`src/rtl/seq_divider_pkg.sv`:
```
// seq_divider_pkg: default operand width and FSM state encoding shared by the divider files.
package seq_divider_pkg;

  localparam int DATA_WIDTH = 32;

  typedef enum logic [2:0] {
    DIV_IDLE = 3'd0,
    DIV_PREP = 3'd1,
    DIV_CALC = 3'd2,
    DIV_FIX  = 3'd3,
    DIV_DONE = 3'd4
  } div_state_t;

endpackage

```
`src/rtl/seq_divider_div_restore_step.sv`:
```
// seq_divider_div_restore_step: one combinational radix-2 restoring step on magnitudes.
module seq_divider_div_restore_step
  import seq_divider_pkg::*;
#(
  parameter int WIDTH = DATA_WIDTH
) (
  input  logic [WIDTH-1:0] rem_in,
  input  logic [WIDTH-1:0] quo_in,
  input  logic [WIDTH-1:0] divisor,
  output logic [WIDTH-1:0] rem_out,
  output logic [WIDTH-1:0] quo_out
);

  logic [WIDTH:0] w_shift;
  logic [WIDTH:0] w_diff;
  logic           w_ok;

  // One extra bit: the borrow of the trial subtract lands in the msb.
  assign w_shift = {rem_in, quo_in[WIDTH-1]};
  assign w_diff  = w_shift - {1'b0, divisor};
  assign w_ok    = ~w_diff[WIDTH];

  assign rem_out = w_ok ? w_diff[WIDTH-1:0] : w_shift[WIDTH-1:0];
  assign quo_out = {quo_in[WIDTH-2:0], w_ok};

endmodule

```
`src/rtl/seq_divider.sv`:
```
// seq_divider: valid/ready radix-2 restoring divider, RISC-V DIV/DIVU/REM/REMU; WIDTH+2 edges, 1 for special cases.
// One op in flight, result held in DONE until result_ready; SEQ_DIVIDER_EARLY_OUT_EN skips leading zeros of |a|.
module seq_divider
  import seq_divider_pkg::*;
#(
  parameter int WIDTH = DATA_WIDTH
) (
  input  logic             clk,
  input  logic             reset_n,
  input  logic             flush,
  input  logic             start_valid,
  output logic             start_ready,
  input  logic [WIDTH-1:0] aOperand,
  input  logic [WIDTH-1:0] bOperand,
  input  logic             unsignedEn,
  output logic             result_valid,
  input  logic             result_ready,
  output logic [WIDTH-1:0] divResult,
  output logic [WIDTH-1:0] remResult,
  output logic             divByZero
);

  localparam int                CW   = $clog2(WIDTH + 1);
  localparam logic [CW-1:0]     LAST = CW'(WIDTH - 1);
  localparam logic [WIDTH-1:0]  ONE  = {{(WIDTH-1){1'b0}}, 1'b1};
  localparam logic [WIDTH-1:0]  MIN  = {1'b1, {(WIDTH-1){1'b0}}};

  div_state_t       r_state;
  logic [WIDTH-1:0] r_a;
  logic [WIDTH-1:0] r_b;
  logic             r_uns;
  logic             r_sign_a;
  logic             r_sign_b;
  logic [WIDTH-1:0] r_rem;
  logic [WIDTH-1:0] r_quo;
  logic [CW-1:0]    r_cnt;
  logic [CW-1:0]    r_last;
  logic [WIDTH-1:0] r_div_res;
  logic [WIDTH-1:0] r_rem_res;
  logic             r_dbz;

  logic             w_sign_a;
  logic             w_sign_b;
  logic [WIDTH-1:0] w_abs_a;
  logic [WIDTH-1:0] w_abs_b;
  logic             w_ovf;
  logic             w_a_zero;
  logic [WIDTH-1:0] w_quo_init;
  logic [CW-1:0]    w_last;
  logic [WIDTH-1:0] w_rem_next;
  logic [WIDTH-1:0] w_quo_next;

  assign w_sign_a = r_a[WIDTH-1] & ~r_uns;
  assign w_sign_b = r_b[WIDTH-1] & ~r_uns;
  assign w_abs_a  = w_sign_a ? (~r_a + ONE) : r_a;
  assign w_abs_b  = w_sign_b ? (~r_b + ONE) : r_b;
  assign w_ovf    = w_sign_a && (r_a == MIN) && (r_b == '1);

`ifdef SEQ_DIVIDER_EARLY_OUT_EN
  logic [CW-1:0] w_lz;
  logic          w_seen;

  always_comb begin
    w_lz   = '0;
    w_seen = 1'b0;
    for (int i = WIDTH - 1; i >= 0; i--) begin
      if (w_abs_a[i]) w_seen = 1'b1;
      else if (!w_seen) w_lz = w_lz + CW'(1);
    end
  end

  // Pre-shifting past the zero msbs leaves only WIDTH-n meaningful steps.
  assign w_a_zero   = (r_a == '0);
  assign w_quo_init = w_abs_a << w_lz;
  assign w_last     = LAST - w_lz;
`else
  assign w_a_zero   = 1'b0;
  assign w_quo_init = w_abs_a;
  assign w_last     = LAST;
`endif

  seq_divider_div_restore_step #(
    .WIDTH(WIDTH)
  ) u_step (
    .rem_in (r_rem),
    .quo_in (r_quo),
    .divisor(r_b),
    .rem_out(w_rem_next),
    .quo_out(w_quo_next)
  );

  always_ff @(posedge clk or negedge reset_n) begin
    if (!reset_n) begin
      r_state   <= DIV_IDLE;
      r_a       <= '0;
      r_b       <= '0;
      r_uns     <= 1'b0;
      r_sign_a  <= 1'b0;
      r_sign_b  <= 1'b0;
      r_rem     <= '0;
      r_quo     <= '0;
      r_cnt     <= '0;
      r_last    <= '0;
      r_div_res <= '0;
      r_rem_res <= '0;
      r_dbz     <= 1'b0;
    end else if (flush) begin
      r_state <= DIV_IDLE;
    end else begin
      unique case (r_state)
        DIV_IDLE: begin
          if (start_valid) begin
            r_a     <= aOperand;
            r_b     <= bOperand;
            r_uns   <= unsignedEn;
            r_state <= DIV_PREP;
          end
        end
        DIV_PREP: begin
          r_sign_a <= w_sign_a;
          r_sign_b <= w_sign_b;
          if (r_b == '0) begin
            r_div_res <= '1;
            r_rem_res <= r_a;
            r_dbz     <= 1'b1;
            r_state   <= DIV_DONE;
          end else if (w_ovf) begin
            r_div_res <= MIN;
            r_rem_res <= '0;
            r_dbz     <= 1'b0;
            r_state   <= DIV_DONE;
          end else if (w_a_zero) begin
            r_div_res <= '0;
            r_rem_res <= '0;
            r_dbz     <= 1'b0;
            r_state   <= DIV_DONE;
          end else begin
            r_b     <= w_abs_b;
            r_quo   <= w_quo_init;
            r_rem   <= '0;
            r_cnt   <= '0;
            r_last  <= w_last;
            r_state <= DIV_CALC;
          end
        end
        DIV_CALC: begin
          r_rem <= w_rem_next;
          r_quo <= w_quo_next;
          r_cnt <= r_cnt + CW'(1);
          if (r_cnt == r_last) r_state <= DIV_FIX;
        end
        DIV_FIX: begin
          // Truncating division: quotient sign is the xor, remainder follows the dividend.
          r_div_res <= (r_sign_a ^ r_sign_b) ? (~r_quo + ONE) : r_quo;
          r_rem_res <= r_sign_a ? (~r_rem + ONE) : r_rem;
          r_dbz     <= 1'b0;
          r_state   <= DIV_DONE;
        end
        DIV_DONE: begin
          if (result_ready) r_state <= DIV_IDLE;
        end
        default: r_state <= DIV_IDLE;
      endcase
    end
  end

  assign start_ready  = (r_state == DIV_IDLE);
  assign result_valid = (r_state == DIV_DONE);
  assign divResult    = r_div_res;
  assign remResult    = r_rem_res;
  assign divByZero    = r_dbz;

endmodule

```
`config.mk`:
```
export PLATFORM = sky130hd
export DESIGN_NAME = seq_divider
export DESIGN_NICKNAME = d
export VERILOG_FILES = /design/src/rtl/seq_divider_pkg.sv /design/src/rtl/seq_divider_div_restore_step.sv /design/src/rtl/seq_divider.sv
export SDC_FILE = /design/constraint.sdc
export NUM_CORES = 1
export LEC_CHECK = 0
export ABC_AREA = 1
export CAP_MARGIN = 5
export CELL_PAD_IN_SITES_DETAIL_PLACEMENT = 0
export CELL_PAD_IN_SITES_GLOBAL_PLACEMENT = 1
export CORE_AREA = 2 2 188 190
export CTS_CLUSTER_DIAMETER = 100
export DETAILED_ROUTE_END_ITERATION = 8
export DIE_AREA = 0 0 190 192
export PLACE_DENSITY = 0.85
export SLEW_MARGIN = 20
export SYNTH_ARGS = -nofsm -noshare
export SYNTH_HDL_FRONTEND = slang
export SYNTH_SLANG_ARGS = --single-unit
```
`constraint.sdc`:
```
create_clock -name clk -period 7.3 [get_ports clk]
set_clock_uncertainty 0.2 [all_clocks]
set_input_delay 1.095 -clock clk [delete_from_list [all_inputs] [get_ports clk]]
set_output_delay 1.095 -clock clk [all_outputs]
set_load 0.05 [all_outputs]
```
======== Word level (Yosys, flattened, before mapping) ========
Index checks and enable logic that the tools add are counted.
storage, ports and cells
  bits in registers ....................... 206
  input port bits ......................... 70
cells by class
  add/sub/neg operators ................... 6
  equal/unequal tests ..................... 15
  multiplexer cells ....................... 34
  bitwise operators ....................... 12
  reduce and logical (&&, ||, !) cells .... 14
operator list
  operator                                        count
  2-to-1 mux 32 bit                               16
  one-hot mux 32 bit (2 select lines)             5
  adder 32 x 1 -> 32 bit (second input constant)  4
  inverter 32 bit                                 4
  == test 32 bit (second input constant)          2
  subtractor 33 x 32 -> 33 bit                    1
  zero test 32 bit                                1
  2-to-1 mux 3 bit                                6
  one-hot mux 3 bit (5 select lines)              1
  2-to-1 mux 6 bit                                2
  one-hot mux 6 bit (2 select lines)              1
  != test 3 bit (second input constant)           3
  AND reduction 3 bit                             3
  != test 2 bit (second input constant)           4
  AND reduction 4 bit                             2
  adder 6 x 1 -> 6 bit (second input constant)    1
  == test 3 x 2 -> 1 bit (second input constant)  2
  == test 6 x 5 -> 1 bit                          1
  AND reduction 6 bit                             1
  nonzero test 2 bit                              3
  inverter 1 bit                                  5
  == test 3 x 1 -> 1 bit (second input constant)  1
  == test 3 bit (second input constant)           1
  zero test 3 bit                                 1
  other kinds (7)                                 10

======== Depth between registers and ports, before layout ========
  word-level depth ........................ 8
  mapped depth ............................ 19
  gate-level depth less buffers ........... 17

======== Hierarchy ========
Synthesis repeated with hierarchy kept, for this count alone.
second synthesis, totals
  cell total of the unflattened synthesis .. 2697
  area, all modules ....................... 16600.9 um^2
by module, submodules not included
  module                        times used  cells an instance  area each (um^2)  seq. area each (um^2)
  seq_divider                   1           1982               13197.7           5154.9
  seq_divider_div_restore_step  1           715                3403.3            0.0

======== Worst setup path before layout ========
OpenSTA, ideal clock, no wires.
  path kind ............................... flip-flop to output port
  start ................................... register r_state[1]
  end ..................................... output port start_ready
  arrival time ............................ 1.626 ns
  required time ........................... 6.005 ns
  path slack .............................. 4.379 ns
  stages on the path, launching flop included .. 2
  cells stage by stage .................... dfrtp_1 nor3_1
between the ends
  word-level cells in the longest chain between the ends .. 1
ends and longest elaborated chain
  item                    RTL line            text
  start, declared         seq_divider.sv:28   div_state_t r_state;
  start signal, assigned  seq_divider.sv:94   r_state <= DIV_IDLE;
  start signal, assigned  seq_divider.sv:108  r_state <= DIV_IDLE;
  start signal, assigned  seq_divider.sv:116  r_state <= DIV_PREP;
  zero test 3 bit         seq_divider.sv:167  assign start_ready = (r_state == DIV_IDLE);
  end, declared           seq_divider.sv:12   output logic start_ready,
Every way passes these cells.

======== Final worst setup path ========
  start ................................... register r_b[6]
  end ..................................... register r_rem[8]
between the ends
  word-level cells in the longest chain between the ends .. 4
  elaborated cells on any way between the ends .. 9
  classes of those cells .................. add/sub (1); eq/ne (3); mux (2); reduce/logical (3)
ends and longest elaborated chain
  item                                                                                  RTL line            text
  start, declared                                                                       seq_divider.sv:30   logic [WIDTH-1:0] r_b;
  start signal, assigned                                                                seq_divider.sv:114  r_b <= bOperand;
  start signal, assigned                                                                seq_divider.sv:138  r_b <= w_abs_b;
  parallel branches: the longest is 4 deep, another holds subtractor 33 x 32 -> 33 bit  --
  end signal, assigned                                                                  seq_divider.sv:147  r_rem <= w_rem_next;
  end, declared                                                                         seq_divider.sv:34   logic [WIDTH-1:0] r_rem;
Parallel ways; which one is timed is not known.
A chain may end at the register's enable or synchronous reset.

==> flow_metrics.py <==
metrics = {
    "timing": {
        "finalCritPeriodShare_pct": 60.1,
        "totalNegativeSetupSlack_ns": 0,
        "slew_headroom_pct": 31.8,
        "report.final.setup_viol": 0,
        "shortest_period_the_worst_path_allows_ns": 4.39,
        "finalHoldViolCount": 0,
        "timing.fmax_ghz": 0.228,
        "rsz0062_at_grt": "no",
        "setup_slack_ns": 2.91,
        "timing_worst_slew_pin_value_ns": 1.02,
        "hold_ws_ns": 0.266,
        "slew_violations": 0,
    },
    "floorplanning": {
        "fp.coreArea_sq_um": 34300,
        "floorplan.die_area_sq_um": 36500,
        "fp.dieW_um": 190,
        "initial_core_utilization_pct": 44.8,
        "ioPinCount": 137,
        "core.rowCount": 68,
        "chipHeight_um": 192,
    },
    "synthesis": {
        "yosys_register_bits": 206,
        "post_synthesis_instance_area_sq_um": 15400,
        "synth-warning-count": 0,
        "yosysSeqAreaShare_pct": 33.5,
        "postSynthCellCount": 2425,
        "synth_fp_nets": 2534,
        "postSynthAreaPerCell_sq_um": 6.34,
        "yosysUniqueCellTypes": 42,
    },
    "worst_setup_path": {
        "timing.critical_path.from_type": "register",
        "ordered_cell_list_for_the_critical_path": "inv_1, ha_1, nand2_1, inv_1, a21oi_1, nand2_1, nand2_1, nand2_1, nand2_1, nand2_1, nand2_1, nand2_1, nand2_1, nand3_1, nand2_1",
        "critical_path.n_buffers_inverters": 2,
        "path_delay_family": "simple AND/OR/NAND/NOR gates",
        "critical_path_required_ns": 7.58,
        "path_common_cell": "nand2_1",
        "crit_arrival_ns": 4.66,
        "timing.critical_path.slowest_cell_delay_ns": 0.90,
        "type_of_element_capturing_the_critical_path": "register",
        "worstPathMaxFanout": 29,
        "timing.setup.critical_path_class": "reg -> reg",
        "worst_path_max_delay_cell": "nand2_1",
    },
    "place": {
        "port_buffers": 136,
        "detailed_placement_hpwl_mm": 43.0,
        "gp_congestion": 0.935,
        "post-place-ws_ns": 2.89,
    },
    "global_routing": {
        "grt_antenna_before_repair": 1,
        "grt_use_total_pct": 31.2,
        "met2_usage_pct": 47.1,
        "grt_util_met1_pct": 46.2,
        "gr-usage-met3_pct": 5.99,
        "grt_pass1_vias": 15300,
        "grt_most_used_layer": "met2",
        "largest_net_degree_at_the_start_of_global_routing": 85,
        "gr_overflow_total": 0,
        "grt_first_pass_wirelength_mm": 87.7,
    },
    "detailed_routing": {
        "drt-initial-drc-count": 1498,
        "drtAntennaViolNets": 0,
        "detailed_route_vias_per_instance": 5.41,
        "vias": 16200,
        "postRouteWirelength_mm": 55.9,
        "drc": 0,
        "post_drt_wl_per_cell_um": 18.7,
        "detail_route.first_pass.iterations": 5,
    },
    "pwr": {
        "vdd_ir_drop_max_v": 0.000340,
        "share_seq_of_total_power_pct": 26.5,
        "powerDensity_nw_per_um2": 406,
        "cellInternalPower_mw": 3.53,
        "clock_power_share_pct": 19.2,
        "switching_share_pct": 51.6,
        "total_leakage_power_nw": 9.38,
        "switchingPower_mw": 3.76,
        "pwr-share-comb_pct": 54.3,
    },
    "layout": {
        "syn2layout_area_growth_pct": 16.9,
        "layout_commonest_cell": "nand2_1",
        "design.final.nets": 2631,
        "layout_common_cells": "nand2_1 (877), nand3_1 (318), inv_1 (277)",
        "drive_gt1_share_pct": 3.54,
        "fillCellCount": 3578,
        "antenna-diode-count": 0,
    },
    "clock_network": {
        "cts_hold_buf": 0,
        "number_of_buffers_created_by_cts": 26,
        "clockRootBuffer": "clkbuf_16",
        "clkSinkCount": 206,
        "clock_path_buffers": 3,
        "clock_transition_at_the_registers_of_the_reported_paths_ns": 0.06,
        "clk-insertion-delay-late_ns": 0.56,
        "post_cts_gate_resize_count": 0,
        "h-tree-depth": 1,
        "setup_fix_buffers_added_after_clock_tree_synthesis": 0,
        "cts_tree": "done",
    },
    "hold_path": {
        "min-delay-path-class": "reg -> reg",
    },
    "outcome": {
        "outcome": "finished clean",
    },
    "flow_run": {
        "max_cap_violations": 0,
    },
}
[power by group through the flow]
stage,registers [mW],clock network (mW),logic [mW]
2_1_floorplan,2.03,0,2.55
3_5_place_dp,1.94,0,3.90
3_3_place_gp,1.93,0,3.88
5_1_grt,1.98,1.46,4.42
6_report,1.93,1.40,3.96
4_1_cts,1.92,1.42,3.93
[cells by family after synthesis]
| group | Yosys count | share of synthesized area, % |
|---|---|---|
| simple gates | 1522 | 41.7 |
| buf+inv | 366 | 9.40 |
| compound gates | 218 | 7.78 |
| flops | 206 | 33.5 |
| xor+xnor | 66 | 3.76 |
| fa+ha+maj | 39 | 3.22 |
| mux | 8 | 0.586 |
[worst register-to-register path, cell delays in order, from the launching register on]
cell	delay, ns
dfrtp_1	0.43
inv_1	0.27
ha_1	0.34
nand2_1	0.17
inv_1	0.06
a21oi_1	0.19
nand2_1	0.15
nand2_1	0.09
nand2_1	0.09
nand2_1	0.11
nand2_1	0.08
nand2_1	0.73
nand2_1	0.92
nand2_1	0.27
nand3_1	0.10
nand2_1	0.09
[cell usage after synthesis (all sizes together)]
| cell type | number | share of area, % |
|---|---|---|
| clkinv | 3 | 0.073 |
| or2 | 7 | 0.28 |
| nor2 | 225 | 5.8 |
| ha | 38 | 3.1 |
| xor2 | 48 | 2.7 |
| o21bai | 5 | 0.24 |
| nand3 | 321 | 11 |
| a31oi | 2 | 0.081 |
| a21o | 1 | 0.049 |
| a21boi | 2 | 0.098 |
| clkbuf | 43 | 1.1 |
| o21ai | 106 | 3.5 |
| nor3 | 31 | 1.1 |
| buf | 37 | 1.4 |
| mux2 | 8 | 0.59 |
| o22ai | 4 | 0.16 |
| nand4 | 44 | 1.9 |
| and3 | 2 | 0.081 |
| o2111ai | 1 | 0.057 |
| o211ai | 22 | 1.1 |
| fa | 1 | 0.13 |
| nand3b | 4 | 0.20 |
| dfrtp | 206 | 34 |
| nor4 | 3 | 0.12 |
| a21oi | 68 | 2.2 |
| inv | 283 | 6.9 |
| and2 | 4 | 0.16 |
| xnor2 | 18 | 1.0 |
| nand2 | 881 | 22 |
| o31ai | 7 | 0.34 |
[path summary, 6_finish.rpt]
check                      depth (start not counted)                     to  slack, ns                   from
min in group asynchronous                          1   r_rem[8]$_DFFE_PN0P_       0.38                reset_n
setup / recovery                                  15   r_rem[8]$_DFFE_PN0P_       2.91     r_b[6]$_DFFE_PN0P_
hold / removal                                     2  divByZero$_DFFE_PN0P_       0.27  divByZero$_DFFE_PN0P_
setup reg to reg                                  15   r_rem[8]$_DFFE_PN0P_       2.91     r_b[6]$_DFFE_PN0P_
hold reg to reg                                    2  divByZero$_DFFE_PN0P_       0.27  divByZero$_DFFE_PN0P_
max in group asynchronous                          2    r_a[22]$_DFFE_PN0P_       5.12                reset_n
[flip-flops by register name, summed over array words and instances, names as in the netlist]
register	count
r_quo	32
remResult	32
divResult	32
r_sign_b	1
r_cnt	6
r_uns	1
divByZero	1
r_a	32
r_state	3
r_last	1
r_rem	32
r_sign_a	1
r_b	32
[metal layers]
metal | vias to the layer above | share of wire, %
met5 | - | 0.023
li1 | 7952 | -
met2 | 577 | 42
met3 | 76 | 8.1
met1 | 7616 | 47
met4 | 2 | 2.1
[area by class of cell]
cell class / instances / area, sq um / area share (%)
clock buffer: 38 / 756 / 4.21
clock inverter: 10 / 169 / 0.940
inverter: 286 / 1070 / 5.98
multi-input combinational: 1853 / 8780 / 48.9
sequential: 206 / 5150 / 28.7
tap: 455 / 569 / 3.17
timing repair buffer: 149 / 1460 / 8.14
[metrics by stage]
stage | util (%) | cells | cell area [sq um] | power [mW]
2_1_floorplan | - | 2425 | 15400 | 4.59
3_3_place_gp | 49.7 | 2949 | 17000 | 5.81
3_5_place_dp | 49.7 | 2949 | 17000 | 5.84
4_1_cts | 52.4 | 2997 | 18000 | 7.26
5_1_grt | 52.4 | 2997 | 18000 | 7.86
6_report | 52.4 | 2997 | 18000 | 7.29
Power figures use the tool's default switching activity.
